--- src/rtl/riscv_proc_dpath_btb_assoc.sv ---
// 2-way set-associative branch target buffer with 2-bit direction counters,
// per-set tree-PLRU replacement and a multi-cycle invalidation sweep.
module riscv_proc_dpath_btb_assoc #(
    parameter int unsigned PC_W     = 32,
    parameter int unsigned IDX_BITS = 2,
    parameter logic [1:0]  CTR_INIT = 2'b10
) (
    input  logic            clk,
    input  logic            reset_n,
    input  logic [PC_W-1:0] current_pc4,
    output logic            btb_hit,
    output logic            btb_taken,
    output logic [PC_W-1:0] btb_target,
    input  logic            upd_val,
    input  logic [PC_W-1:0] upd_pc4,
    input  logic [PC_W-1:0] upd_target,
    input  logic            upd_taken,
    input  logic            flush,
    output logic            flush_busy
);

    localparam int unsigned SETS  = 1 << IDX_BITS;
    localparam int unsigned TAG_W = PC_W - IDX_BITS - 2;
    localparam int unsigned TGT_W = PC_W - 2;

    typedef enum logic {
        ST_IDLE  = 1'b0,
        ST_SWEEP = 1'b1
    } state_t;

    // Control state (reset) and entry payload (not reset)
    state_t              r_state;
    logic [IDX_BITS-1:0] r_sweep_idx;
    logic                r_flush_busy;
    logic [1:0]          r_valid [SETS];
    logic [SETS-1:0]     r_plru;
    logic [TAG_W-1:0]    r_tag   [SETS][2];
    logic [TGT_W-1:0]    r_tgt   [SETS][2];
    logic [1:0]          r_ctr   [SETS][2];

    state_t              w_state_nxt;
    logic [IDX_BITS-1:0] w_sweep_idx_nxt;
    logic                w_sweep_clr;
    logic                w_upd_en;

    logic [IDX_BITS-1:0] w_lk_set;
    logic [TAG_W-1:0]    w_lk_tag;
    logic                w_lk_hit0;
    logic                w_lk_hit1;
    logic                w_lk_way;

    logic [IDX_BITS-1:0] w_up_set;
    logic [TAG_W-1:0]    w_up_tag;
    logic                w_up_hit0;
    logic                w_up_hit1;
    logic                w_up_hit;
    logic                w_up_way;
    logic [1:0]          w_ctr_old;
    logic [1:0]          w_ctr_new;
    logic                w_up_wr;

    logic                w_unused;

    assign w_unused = ^{current_pc4[1:0], upd_pc4[1:0], upd_target[1:0]};

    // FSM state register
    always_ff @(posedge clk) begin
        if (!reset_n) begin
            r_state      <= ST_IDLE;
            r_sweep_idx  <= '0;
            r_flush_busy <= 1'b0;
        end else begin
            r_state      <= w_state_nxt;
            r_sweep_idx  <= w_sweep_idx_nxt;
            r_flush_busy <= (w_state_nxt == ST_SWEEP);
        end
    end

    // FSM next-state
    always_comb begin
        w_state_nxt     = r_state;
        w_sweep_idx_nxt = r_sweep_idx;
        case (r_state)
            ST_IDLE: begin
                if (flush) begin
                    w_state_nxt     = ST_SWEEP;
                    w_sweep_idx_nxt = '0;
                end
            end
            ST_SWEEP: begin
                w_sweep_idx_nxt = r_sweep_idx + IDX_BITS'(1);
                if (r_sweep_idx == IDX_BITS'(SETS - 1)) begin
                    w_state_nxt = ST_IDLE;
                end
            end
            default: w_state_nxt = ST_IDLE;
        endcase
    end

    // FSM outputs
    always_comb begin
        w_sweep_clr = 1'b0;
        w_upd_en    = 1'b0;
        case (r_state)
            ST_IDLE:  w_upd_en    = 1'b1;
            ST_SWEEP: w_sweep_clr = 1'b1;
            default:  w_upd_en    = 1'b0;
        endcase
    end

    // Lookup: way 0 wins a double match; suppressed while sweeping
    assign w_lk_set  = current_pc4[IDX_BITS+1:2];
    assign w_lk_tag  = current_pc4[PC_W-1:IDX_BITS+2];
    assign w_lk_hit0 = r_valid[w_lk_set][0] && (r_tag[w_lk_set][0] == w_lk_tag);
    assign w_lk_hit1 = r_valid[w_lk_set][1] && (r_tag[w_lk_set][1] == w_lk_tag);
    assign w_lk_way  = ~w_lk_hit0;

    assign btb_hit    = (w_lk_hit0 | w_lk_hit1) & ~r_flush_busy;
    assign btb_taken  = btb_hit & r_ctr[w_lk_set][w_lk_way][1];
    assign btb_target = btb_hit ? {r_tgt[w_lk_set][w_lk_way], 2'b00} : '0;
    assign flush_busy = r_flush_busy;

    // Update way select: hit way, else first invalid way, else PLRU victim
    assign w_up_set  = upd_pc4[IDX_BITS+1:2];
    assign w_up_tag  = upd_pc4[PC_W-1:IDX_BITS+2];
    assign w_up_hit0 = r_valid[w_up_set][0] && (r_tag[w_up_set][0] == w_up_tag);
    assign w_up_hit1 = r_valid[w_up_set][1] && (r_tag[w_up_set][1] == w_up_tag);
    assign w_up_hit  = w_up_hit0 | w_up_hit1;

    always_comb begin
        w_up_way = 1'b0;
        if (w_up_hit0) begin
            w_up_way = 1'b0;
        end else if (w_up_hit1) begin
            w_up_way = 1'b1;
        end else if (!r_valid[w_up_set][0]) begin
            w_up_way = 1'b0;
        end else if (!r_valid[w_up_set][1]) begin
            w_up_way = 1'b1;
        end else begin
            w_up_way = r_plru[w_up_set];
        end
    end

    assign w_ctr_old = r_ctr[w_up_set][w_up_way];

    always_comb begin
        w_ctr_new = CTR_INIT;
        if (w_up_hit) begin
            if (upd_taken) begin
                w_ctr_new = (w_ctr_old == 2'd3) ? 2'd3 : w_ctr_old + 2'd1;
            end else begin
                w_ctr_new = (w_ctr_old == 2'd0) ? 2'd0 : w_ctr_old - 2'd1;
            end
        end
    end

    assign w_up_wr = w_upd_en & upd_val & (w_up_hit | upd_taken);

    // Valid and PLRU state
    always_ff @(posedge clk) begin
        if (!reset_n) begin
            for (int i = 0; i < int'(SETS); i++) begin
                r_valid[i] <= 2'b00;
            end
            r_plru <= '0;
        end else if (w_sweep_clr) begin
            r_valid[r_sweep_idx] <= 2'b00;
            r_plru[r_sweep_idx]  <= 1'b0;
        end else if (w_up_wr) begin
            r_valid[w_up_set][w_up_way] <= 1'b1;
            r_plru[w_up_set]            <= ~w_up_way;
        end
    end

    // Entry payload
    always_ff @(posedge clk) begin
        if (reset_n && w_up_wr) begin
            r_tag[w_up_set][w_up_way] <= w_up_tag;
            r_tgt[w_up_set][w_up_way] <= upd_target[PC_W-1:2];
            r_ctr[w_up_set][w_up_way] <= w_ctr_new;
        end
    end

endmodule
--- config.mk ---
export PLATFORM = sky130hd
export DESIGN_NAME = riscv_proc_dpath_btb_assoc
export DESIGN_NICKNAME = d
export VERILOG_FILES = /design/src/rtl/riscv_proc_dpath_btb_assoc.sv
export SDC_FILE = /design/constraint.sdc
export NUM_CORES = 1
export LEC_CHECK = 0
export ABC_AREA = 1
export CELL_PAD_IN_SITES_DETAIL_PLACEMENT = 2
export CELL_PAD_IN_SITES_GLOBAL_PLACEMENT = 2
export CORE_ASPECT_RATIO = 0.9
export CORE_MARGIN = 2
export CORE_UTILIZATION = 35
export DETAILED_ROUTE_END_ITERATION = 7
export PLACE_DENSITY_LB_ADDON = 0.1
export SLEW_MARGIN = 25
export SYNTH_ARGS = -nofsm -noshare
export SYNTH_HDL_FRONTEND = slang
export SYNTH_SLANG_ARGS = --single-unit
--- constraint.sdc ---
create_clock -name clk -period 6.9 [get_ports clk]
set_input_delay 1.38 -clock clk [delete_from_list [all_inputs] [get_ports clk]]
set_output_delay 1.38 -clock clk [all_outputs]
set_load 0.005 [all_outputs]
## Word level (Yosys, flattened, before mapping)

Memories as Yosys holds them, arrays and structs flattened.
Cells that the tools add are included.

| cells by class | value |
|---|---|
| $add $sub $neg | 3 |
| magnitude comparators | 9 |
| eq/ne operators | 7 |
| mux-type cells | 60 |
| bitwise operators | 14 |
| reduce and logical (&&, ||, !) cells | 13 |

Operators with widths:

| operator | number |
|---|---|
| $mux 30 | 4 |
| $eq 28x28->1 | 4 |
| $mux 60 | 1 |
| $mux 56 | 1 |
| $mux 2 | 18 |
| $mux 32 | 1 |
| $demux 30 s1 | 1 |
| $demux 28 s1 | 1 |
| $mux 28 | 1 |
| $mux 1 | 21 |
| $mux 4 | 3 |
| $logic_and 1x1->1 | 9 |
| $lt 2x3->1 const B | 2 |
| $add 2x1->2 const B | 2 |
| $and 1x1->1 | 4 |
| $and 4x4->4 | 1 |
| $bwmux 4 | 1 |
| $demux 1 s2 | 2 |
| $eq 2x2->1 const B | 2 |
| $ge 2x1->1 const B | 2 |
| $ge 2x2->1 const B | 2 |
| $not 1->2 | 2 |
| $not 4->4 | 1 |
| $pmux 2 s2 | 1 |
| 14 further kinds | 19 |

| word-level totals | value |
|---|---|
| register bits after elaboration | 7 |
| RAM bits | 488 |
| input port bits | 101 |
| output and inout bits | 35 |
| word-level logic and storage cells | 113 |
| memories kept | 4 |

Memory list:

| memory | words | width | rd ports | clocked after memory_dff | write ports | line | text |
|---|---|---|---|---|---|---|---|
| r_tgt | 4 | 60 | 1 | 0 | 1 | 38 | `logic [TGT_W-1:0] r_tgt [SETS][2];` |
| r_tag | 4 | 56 | 2 | 0 | 1 | 37 | `logic [TAG_W-1:0] r_tag [SETS][2];` |
| r_ctr | 4 | 4 | 2 | 0 | 1 | 39 | `logic [1:0] r_ctr [SETS][2];` |
| r_valid | 4 | 2 | 2 | 0 | 4 | 35 | `logic [1:0] r_valid [SETS];` |

## Logic depth before layout (Yosys ltp)

Gate-level depths: netlist (run 1).

| depth | value |
|---|---|
| depth in word-level cells | 14 |
| depth in mapped cells | 23 |
| gate-level depth less buffers | 20 |

## Least setup slack after synthesis (run 1)

No wires, ideal clock.

| path | value |
|---|---|
| kind | input-to-reg |
| start | input upd_pc4[3] |
| end | memory r_ctr[3][0] (netlist name), enable pin |
| setup time | 0.552 ns |
| arrival time | 6.911 ns |
| required time | 6.348 ns |
| setup slack | -0.562 ns |
| stages | 18 |
| path buffers | 3 |
| cells stage by stage | buf_4 inv_2 buf_6 buf_2 nand2_1 nand3_1 nand2_1 nor2_1 nand2_1 inv_1 nand2_1 nor2_1 nand2_2 nand3_4 nand2_2 inv_2 nand2_1 nor3_1 |

| between the ends | value |
|---|---|
| word-level cells in the longest chain between the ends | 12 |
| elaborated cells between the ends (all ways) | 24 |
| classes of those cells | 2 x order compare; 2 x eq/ne; 10 x mux; 4 x bitwise; 4 x reduce/logical; 2 x memory |

Ends and longest elaborated chain:

| item | line | text |
|---|---|---|
| start, declared | 15 | `input logic [PC_W-1:0] upd_pc4,` |
| branches (longest 12 deep; another with $mem_v2 4x56) | -- |  |
| end, declared | 39 |  |

Parallel ways; which one is timed is not known. The select of a mux whose other input is x is not followed.

## Worst setup path in the final report (run 1)

| path | value |
|---|---|
| start | input current_pc4[2] |
| end | output btb_target[20] |

| between the ends | value |
|---|---|
| word-level cells in the longest chain between the ends | 9 |
| elaborated cells between the ends (all ways) | 15 |
| classes of those cells | 2 x eq/ne; 4 x mux; 4 x bitwise; 2 x reduce/logical; 3 x memory |

Ends and longest elaborated chain:

| item | line | text |
|---|---|---|
| start, declared | 10 | `input logic [PC_W-1:0] current_pc4,` |
| $mem_v2 4x56 | -- |  |
| $eq 28x28->1 | 114 | `assign w_lk_hit0 = r_valid[w_lk_set][0] && (r_tag[w_lk_set][0] == w_lk_tag);` |
| $logic_and 1x1->1 | 114 |  |
| $not 1->1 | 116 | `assign w_lk_way = ~w_lk_hit0;` |
| $not 1->2 (not written as such) | 120 | `assign btb_target = btb_hit ? {r_tgt[w_lk_set][w_lk_way], 2'b00} : '0;` |
| $mux 30 (not written as such) (3 in series) | 120 |  |
| $mux 32 * | 120 |  |
| end, declared | 13 | `output logic [PC_W-1:0] btb_target,` |

Mark *: on every way between the ends. The rest lies on a longest branch, timed or not. The select of a mux whose other input is x is not followed.

==> impl_metrics.ini, run 1 <==
[outcome]
outcome = complete, no violations

[final_layout]
design_area_mm2 = 0.0278
ff_latch_area_mm2 = 0.0148
fin_nets = 2654
finalCoreUtilization = 0.415
drive_gt1_frac = 0.0728
multiInputGateArea_mm2 = 0.00782
area_growth_pct = 17.8
nFillCells = 7145

[sta]
tightestPinTransition_ps = 880
fin_skew_ps = 25.5
fin_ws_ps = 335
setup_viol = 0
max_freq_mhz = 152
max_slew_margin = 0.413
period_needed_ps = 6570
finalSetupTns_ps = 0
hold_viol = 0
rsz0062_at_grt = false
hold_slack_ps = 576
fin_crit_sh = 0.952
slew_violations = 0

[synthesis]
yosysMostFrequentCell = nand2_1
synthDistinctLibCells = 45
ys_seq_elements = 495
synth_top_area_frac = 0.621
synth_area_leader_cell = edfxtp_1
async_reset_ff_frac = 0
synth_commonest_cells = nand2_1, edfxtp_1, nor2_1, nand3_1, o21ai_0
synthFlopType = edfxtp_1
yosys_warnings = 0
syn_area_mm2 = 0.0236
netlist_instances = 2436
synth_edf_count = 488
yosys-top-cells-area = edfxtp_1, nand2_1, nor2_1, nand3_1, o21ai_0
syn_area_per_cell_um2 = 9.68
seq_area_frac_synth = 0.627

[flow_run]
cap_violations = 0

[worst_setup_path]
path_delay_family = buffers and inverters
slowest_delay_ps = 530
cp-start-kind = input port
worstReg2RegStart = r_tag[2][27]
crit_slowest_cell = clkdlybuf4s50_1
r2r_end = r_tag[2][0]
crit_type = input port to output port
critPathRequiredTime_ps = 5520
r2r_slack_ps = 3270
cp_num_buf_inv = 6
crit_top_cell = nand2_1
cp_cell_sequence = buf_6 -> inv_8 -> buf_12 -> nand2_1 -> nand3_1 -> nand2_1 -> xor2_1 -> inv_1 -> nor4_1 -> nand2_1 -> nor2_1 -> nand4_4 -> buf_4 -> nand2_1 -> o21ai_1 -> nor2_1 -> clkdlybuf4s50_1
crit_path_end_kind = output port
path_max_fanout = 50
ff2ff_path_depth = 15
worstPathArrival_ps = 5190

[clocking]
cts_setup_buffers = 0
cts-resized-gates = 0
clk_pin_slew_ps = 60
clk_latency_ps = 650
cts_tree = done
clkSinkCount = 495
cts_max_path_buffers = 3
cts_buffers = 55
clockRootBuffer = clkbuf_16
htreeDepth = 2
hold_buffers = 0

[floorplanning]
core_area_mm2 = 0.0669
dieArea_mm2 = 0.0695
die_y_um = 250
top_level_ports = 136
initial_utilization = 0.353
fp-row-count = 90
die_w_um = 278

[placed_design]
placed_area_mm2 = 0.0259
io_buffers = 127
hpwlAfterDp_mm = 54.6
place_congestion = 0.835
post-place-ws_ps = 424

[power]
ir_drop_mv = 0.212
p_per_area_mw_per_mm2 = 254
power_leakage_uw = 0.0107

[routing]
wl_per_cell_um = 25.1
antenna_left = 0
vias_per_cell = 5.36
vias = 18626
drt_wl_total_mm = 87.1
drt_iter0_markers = 1004
drt-pass1-iter-count = 6
drc = 0

[min_path]
hold_path.startpoint = r_plru[3]
min_path_type = flip-flop to flip-flop
whs_endpoint = r_plru[3]
min_delay_path_depth = 4

[grt]
grt_max_degree = 103
grt_pass1_vias = 20609
overflow = 0
antenna_found_initial = 6
grt_pass1_wl_mm = 131
grtUsageTotal = 0.251
-- per-stage QoR --
step	power (uW)	instances
2_1_floorplan	3760	2437
3_3_place_gp	4030	3366
3_5_place_dp	4060	3366
4_1_cts	7130	3469
5_1_grt	7290	3469
6_report	7050	3472
-- cell type report --
class / instances / area share
multi-input combinational: 1730 / 0.281
antenna: 3 / 0.000270
inverter: 84 / 0.0118
sequential: 495 / 0.533
clock buffer: 66 / 0.0510
tap: 874 / 0.0394
clock inverter: 37 / 0.0155
timing repair buffer: 183 / 0.0681
-- cell families (layout without fill, tap and decap cells) --
kind of cell | after synthesis | count (layout) | share of synthesized area
and+or+nand+nor | 1378 | 1378 | 0.236
adders and majority gates | 4 | 4 | 0.00212
buffers and inverters | 212 | 370 | 0.0447
AOI/OAI and AO/OA | 331 | 331 | 0.0846
DFF | 495 | 495 | 0.627
other | 1 | 5 | 0.000159
xor gates and xnor gates | 15 | 15 | 0.00557
-- worst register-to-register path: stages (launching register included) --
cell and delay, ps:
edfxtp_1 350, nand2_1 70, nand2_1 80, nand2_1 80, nand3_1 140, o21ai_1 150, nor2_1 250, nand3_1 130
nor2_1 250, nand2_2 180, nand2_1 130, nand2_2 170, nor2_1 150, inv_1 180, nor2_4 690, buf_12 290
-- layout by cell type (no fill, tap or decap), types with 14 or more instances in the layout --
cell type | synthesis | layout
nand2_1 | 976 | 976
o22ai_1 | 49 | 49
edfxtp_1 | 488 | 488
clkbuf_16 | 0 | 55
inv_1 | 74 | 74
o21ai_0 | 127 | 127
buf_4 | 21 | 40
nand4_1 | 25 | 25
buf_12 | 0 | 16
clkdlybuf4s50_1 | 0 | 123
nor2_1 | 197 | 190
clkinv_1 | 0 | 14
a32o_1 | 38 | 38
or2_2 | 17 | 17
o21ai_1 | 36 | 36
nand3_1 | 135 | 135
a21oi_1 | 58 | 58
-- report_power, final --
group,leakage (uW),internal [uW],switching (uW)
sequential,0.00448,3330,9.29
clock,0.000898,1770,1290
combinational,0.00529,202,459
total,0.0107,5300,1750
-- registers in the layout (all words and copies together) (netlist names) --
signal,flops
r_tgt,240
r_tag,224
r_ctr,16
r_valid,8
r_plru,4
r_sweep_idx,2
flush_busy,1
-- per-layer routing --
metal	track usage	vias up	routed length (um)
li1	-	8589	-
met1	0.327	9633	38500
met2	0.448	295	44100
met3	0.0278	105	2700
met4	0.0590	4	1750
met5	0	-	22
-- worst max path at each step --
stage	startpoint	end	slack (ps)	cells past startpoint
after floorplan	upd_pc4[3]	r_ctr[0][0]	1000	18
after global placement	current_pc4[2]	btb_target[16]	540	17
after detailed placement	current_pc4[2]	btb_target[20]	420	17
after CTS	current_pc4[2]	btb_target[20]	320	17
after global routing	current_pc4[2]	btb_target[20]	70	17
final	current_pc4[2]	btb_target[20]	330	17
Note: power is estimated with default switching activity, not from simulation.
==> run 2: changes to the inputs <==
Settings changed: CORE_MARGIN 2 to 8.
==> run 2 against run 1 <==
  * Routed wire length down 0.50%
  * Via count barely moved
  * Critical path depth stayed put
  * Utilization about the same
  * Global-route usage is 2.7 points lower
  * Clock power down 4%
  * Non-clock buffer count is 1 lower
  * Clock-buffer cell count is 6 higher
  * Register-to-register slack better by 190 ps
  * Critical path type unchanged
  * Largest cell class unchanged
  * Largest power group unchanged
  * Highest routed layer unchanged
==> impl_metrics.ini, run 2 (synthesis gave the netlist of run 1 again) <==
[sta]
max_slew_margin = 0.448
fin_crit_sh = 0.929
period_needed_ps = 6410
rsz0062_at_grt = false
max_freq_mhz = 156
slew_violations = 0
setup_viol = 0
fin_ws_ps = 488
fin_skew_ps = 23.0
hold_viol = 0
tightestPinTransition_ps = 827
finalSetupTns_ps = 0

[clocking]
cts_setup_buffers = 0
hold_buffers = 0
htreeDepth = 2
cts_buffers = 56
cts_max_path_buffers = 3
clockRootBuffer = clkbuf_16
clk_pin_slew_ps = 60
clk_latency_ps = 640
clkSinkCount = 495
cts-resized-gates = 0
cts_tree = done

[routing]
wl_met1_mm = 38.2
drt_iter0_markers = 979
vias = 18639
vias_per_cell = 5.37
wl_met3_mm = 3.16
drc = 0
drt_wl_total_mm = 86.7
drt-pass1-iter-count = 5
antenna_left = 0
wl_per_cell_um = 25.0
wl_met2_mm = 42.9
top_layer_used = met5

[grt]
grt_pass1_vias = 20614
grt_max_degree = 101
antenna_found_initial = 4
grtUsageTotal = 0.224
grt_pass1_wl_mm = 130
overflow = 0

[worst_setup_path]
cp-start-kind = input port
r2r_slack_ps = 3460
crit_start = current_pc4[2]
cp-endpoint = btb_target[20]
worstReg2RegStart = r_tag[3][31]
critPathRequiredTime_ps = 5520
worstPathArrival_ps = 5030
r2r_end = r_tag[3][40]
path_max_fanout = 39
crit_type = input port to output port
ff2ff_path_depth = 16
crit_path_end_kind = output port

[placed_design]
hpwlAfterDp_mm = 55.7
post-place-ws_ps = 532
dp_cells = 3365
io_buffers = 127
place_congestion = 0.835

[power]
p_per_area_mw_per_mm2 = 250
power_leakage_uw = 0.0106
ir_drop_mv = 0.193

[final_layout]
drive_gt1_frac = 0.0710
final_common_cell = nand2_1
layout_common_cells = nand2_1, edfxtp_1, nor2_1
stdcell_count = 3470
largest_reg_flops = 240
area_growth_pct = 17.7
reg_top3 = r_tgt: 240 flops, r_tag: 224 flops, r_ctr: 16 flops
fin_nets = 2654
regMostFlops = r_tgt

[outcome]
outcome = complete, no violations

[floorplanning]
die_y_um = 262
initial_utilization = 0.353
top_level_ports = 136
die_w_um = 290
fp-row-count = 90
core_area_mm2 = 0.0669
dieArea_mm2 = 0.0760

[flow_run]
cap_violations = 0

[min_path]
min_path_type = flip-flop to flip-flop
==> run 2: changes by cell type in the layout (fill, tap and decap cells not counted), sizes merged <==
cell      before  now
buf           60   59
bufinv         8    5
clkbuf        66   72
clkinv        27   25
clkinvlp       1    0
diode          3    4
inv           85   83
==> run 2: area by class of cell <==
class	instances	area, um2
Fill cell	7181	39100
Timing Repair Buffer	182	1930
Tap cell	874	1090
Inverter	84	327
Sequential cell	495	14800
Clock buffer	72	1480
Clock inverter	29	309
Multi-Input combinational cell	1730	7820
Antenna cell	4	10.0
==> run 2: worst max-delay path, cell delays in order <==
cell             delay, ps
buf_6                  330
inv_8                  180
buf_4                  260
o21ai_0                240
o22a_1                 350
nor2_1                  70
inv_1                   80
nand2_1                 60
nor2_1                 100
nand4_1                 80
nor2_1                 220
nand4_4                390
buf_12                 340
nand2_1                 90
o21ai_1                 70
nor2_1                 170
clkdlybuf4s50_1        540
==> run 2: worst min path at each step <==
stage / startpoint / end / slack [ps] / cells after the start
6_report: r_plru[2] / r_plru[2] / 590 / 3
5_1_grt: r_plru[2] / r_plru[2] / 620 / 3
4_1_cts: r_plru[2] / r_plru[2] / 590 / 3
3_5_place_dp: r_plru[0] / r_plru[0] / 570 / 3
3_3_place_gp: r_plru[0] / r_plru[0] / 550 / 4
2_1_floorplan: r_plru[3] / r_plru[3] / 520 / 4
==> run 2: report_power, final <==
part	total, uW	leakage [uW]	internal, uW	switching (uW)
Combinational	663	0.00530	204	459
Clock	2950	0.000872	1700	1250
Sequential	3340	0.00448	3330	9.27
==> run 2: routing by layer <==
| layer | up-vias | global-route usage |
|---|---|---|
| li1 | 8603 | - |
| met1 | 9572 | 0.289 |
| met2 | 325 | 0.387 |
| met3 | 137 | 0.0322 |
| met4 | 2 | 0.0672 |
| met5 | - | 0 |
==> run 2: stage by stage <==
stage	total power [uW]	util	hold WS (ps)	instance area [um2]
3_3_place_gp	4040	0.388	547	26000
2_1_floorplan	3760	-	522	23600
6_report	6950	0.415	587	27800
3_5_place_dp	4070	0.388	567	26000
5_1_grt	7190	0.415	620	27800
4_1_cts	7040	0.415	595	27700
==> run 3: changes to the inputs <==
Settings changed: CORE_MARGIN 8 to 3, CORE_UTILIZATION 35 to 39.
Clock period 6.9 ns to 7 ns, I/O delays scaled along.
==> run 3 against run 2 <==
  * Total power fell by 3.3%
  * Clock skew increased by 14 ps
  * Global-route usage increased by 5.0 points
  * Clock power fell by 6%
  * Sequential power decreased by 1%
  * Clock-buffer cell count grew 2
  * Sequential cell count stayed put
  * Design area shrank 1.2%
  * Combinational power decreased by 2%
  * Critical path type unchanged
  * Highest routed layer unchanged
==> impl_metrics.ini, run 3 (synthesis gave the netlist of run 1 again) <==
[sta]
max_slew_margin = 0.440
finalSetupTns_ps = 0
fin_skew_ps = 36.6
max_freq_mhz = 151
setup_viol = 0
tightestPinTransition_ps = 840
fin_ws_ps = 386
rsz0062_at_grt = false
period_needed_ps = 6610
fin_crit_sh = 0.945
hold_viol = 0
slew_violations = 0

[final_layout]
multiInputGateArea_mm2 = 0.00782
reg_top3 = r_tgt: 240 flops, r_tag: 224 flops, r_ctr: 16 flops
stdcell_count = 3361
layout_common_cells = nand2_1, edfxtp_1, nor2_1
final_common_cell = nand2_1
nFillCells = 6255
fin_nets = 2647
area_growth_pct = 16.2
regMostFlops = r_tgt
finalCoreUtilization = 0.463
drive_gt1_frac = 0.0654
largest_reg_flops = 240
ff_latch_area_mm2 = 0.0148

[clocking]
clockRootBuffer = clkbuf_16
hold_buffers = 0
clkSinkCount = 495
clk_pin_slew_ps = 60
cts_setup_buffers = 0
clk_latency_ps = 640
cts_max_path_buffers = 3
cts_buffers = 55
cts_tree = done
cts-resized-gates = 0
htreeDepth = 2

[worst_setup_path]
worstPathArrival_ps = 5210
critPathRequiredTime_ps = 5600
crit_type = input port to output port
cp_cell_sequence = buf_4 -> buf_4 -> o21ai_0 -> o22ai_1 -> xnor2_1 -> nand2_1 -> nor4_1 -> nand3_1 -> nand2_1 -> nand2_1 -> buf_12 -> nor2_1 -> clkdlybuf4s50_1
crit_path_end_kind = output port
crit_top_cell = nand2_1
cp_num_buf_inv = 4
slowest_delay_ps = 550
path_delay_family = buffers and inverters
cp-start-kind = input port
path_max_fanout = 34
crit_slowest_cell = clkdlybuf4s50_1

[power]
report.power.total_uw = 6720
power_leakage_uw = 0.0105
ir_drop_mv = 0.191
p_per_area_mw_per_mm2 = 245

[grt]
grt_max_degree = 99
grt_pass1_wl_mm = 131
antenna_found_initial = 3
grt_pass1_vias = 21161
overflow = 0
grtUsageTotal = 0.274

[floorplanning]
fp-row-count = 84
core_area_mm2 = 0.0592
initial_utilization = 0.399
dieArea_mm2 = 0.0635
die_y_um = 239
top_level_ports = 136
die_w_um = 265

[placed_design]
hpwlAfterDp_mm = 55.0
place_congestion = 0.850
dp_cells = 3259
io_buffers = 127
post-place-ws_ps = 572

[routing]
drt_wl_total_mm = 86.7
drc = 0
vias = 18900
antenna_left = 0
vias_per_cell = 5.62
wl_per_cell_um = 25.8
drt_iter0_markers = 1362
drt-pass1-iter-count = 6

[min_path]
min_path_type = flip-flop to flip-flop

[outcome]
outcome = complete, no violations

[flow_run]
cap_violations = 0
[run 3: layout make-up]
type                    instances  share of cell area
repair buffers                176              0.0666
well taps                     774              0.0353
clock inverters                26             0.00872
multi-input cells            1730               0.285
flip-flops and latches        495               0.540
diodes                          2            0.000183
clock buffers                  74              0.0528
inverters                      84              0.0118
[run 3: metal layers]
| metal | vias to the layer above | share of wire | track usage |
|---|---|---|---|
| li1 | 8579 | - | - |
| met1 | 9728 | 0.43 | 0.356 |
| met2 | 455 | 0.49 | 0.470 |
| met3 | 136 | 0.046 | 0.0385 |
| met4 | 2 | 0.031 | 0.0987 |
| met5 | - | 0.00021 | 0 |
[run 3: worst reg2reg max path, cell delays in order, from the launching register on]
cell	delay [ps]
edfxtp_1	420
nand2_1	110
nand2_1	60
nand2_1	90
nand2_1	90
nand2_1	100
nand2_1	60
nor2_1	220
nand3_1	120
nor2_1	250
nand2_2	190
nand3_4	180
nand3_4	130
inv_2	140
nand2_4	140
nor2_4	140
buf_4	480
[run 3: metrics by stage]
step	hold slack, ps	area, um2
floorplan	522	23600
global placement	554	25700
detailed placement	593	25700
CTS	601	27400
global route	632	27400
finish	597	27400
[run 3: path summary, 6_finish.rpt]
kind | start | endpoint | slack [ps] | cells past startpoint
setup / recovery | current_pc4[3] | btb_target[16] | 390 | 13
setup reg to reg | r_tag[0][31] | r_tag[0][35] | 3690 | 16
hold / removal | r_plru[3] | r_plru[3] | 600 | 4
hold reg to reg | r_plru[3] | r_plru[3] | 600 | 4
[run 3: where the power goes]
| group | switching, uW | internal (uW) |
|---|---|---|
| sequential | 9.60 | 3280 |
| combinational | 453 | 197 |
| clock | 1220 | 1560 |
| total | 1690 | 5030 |
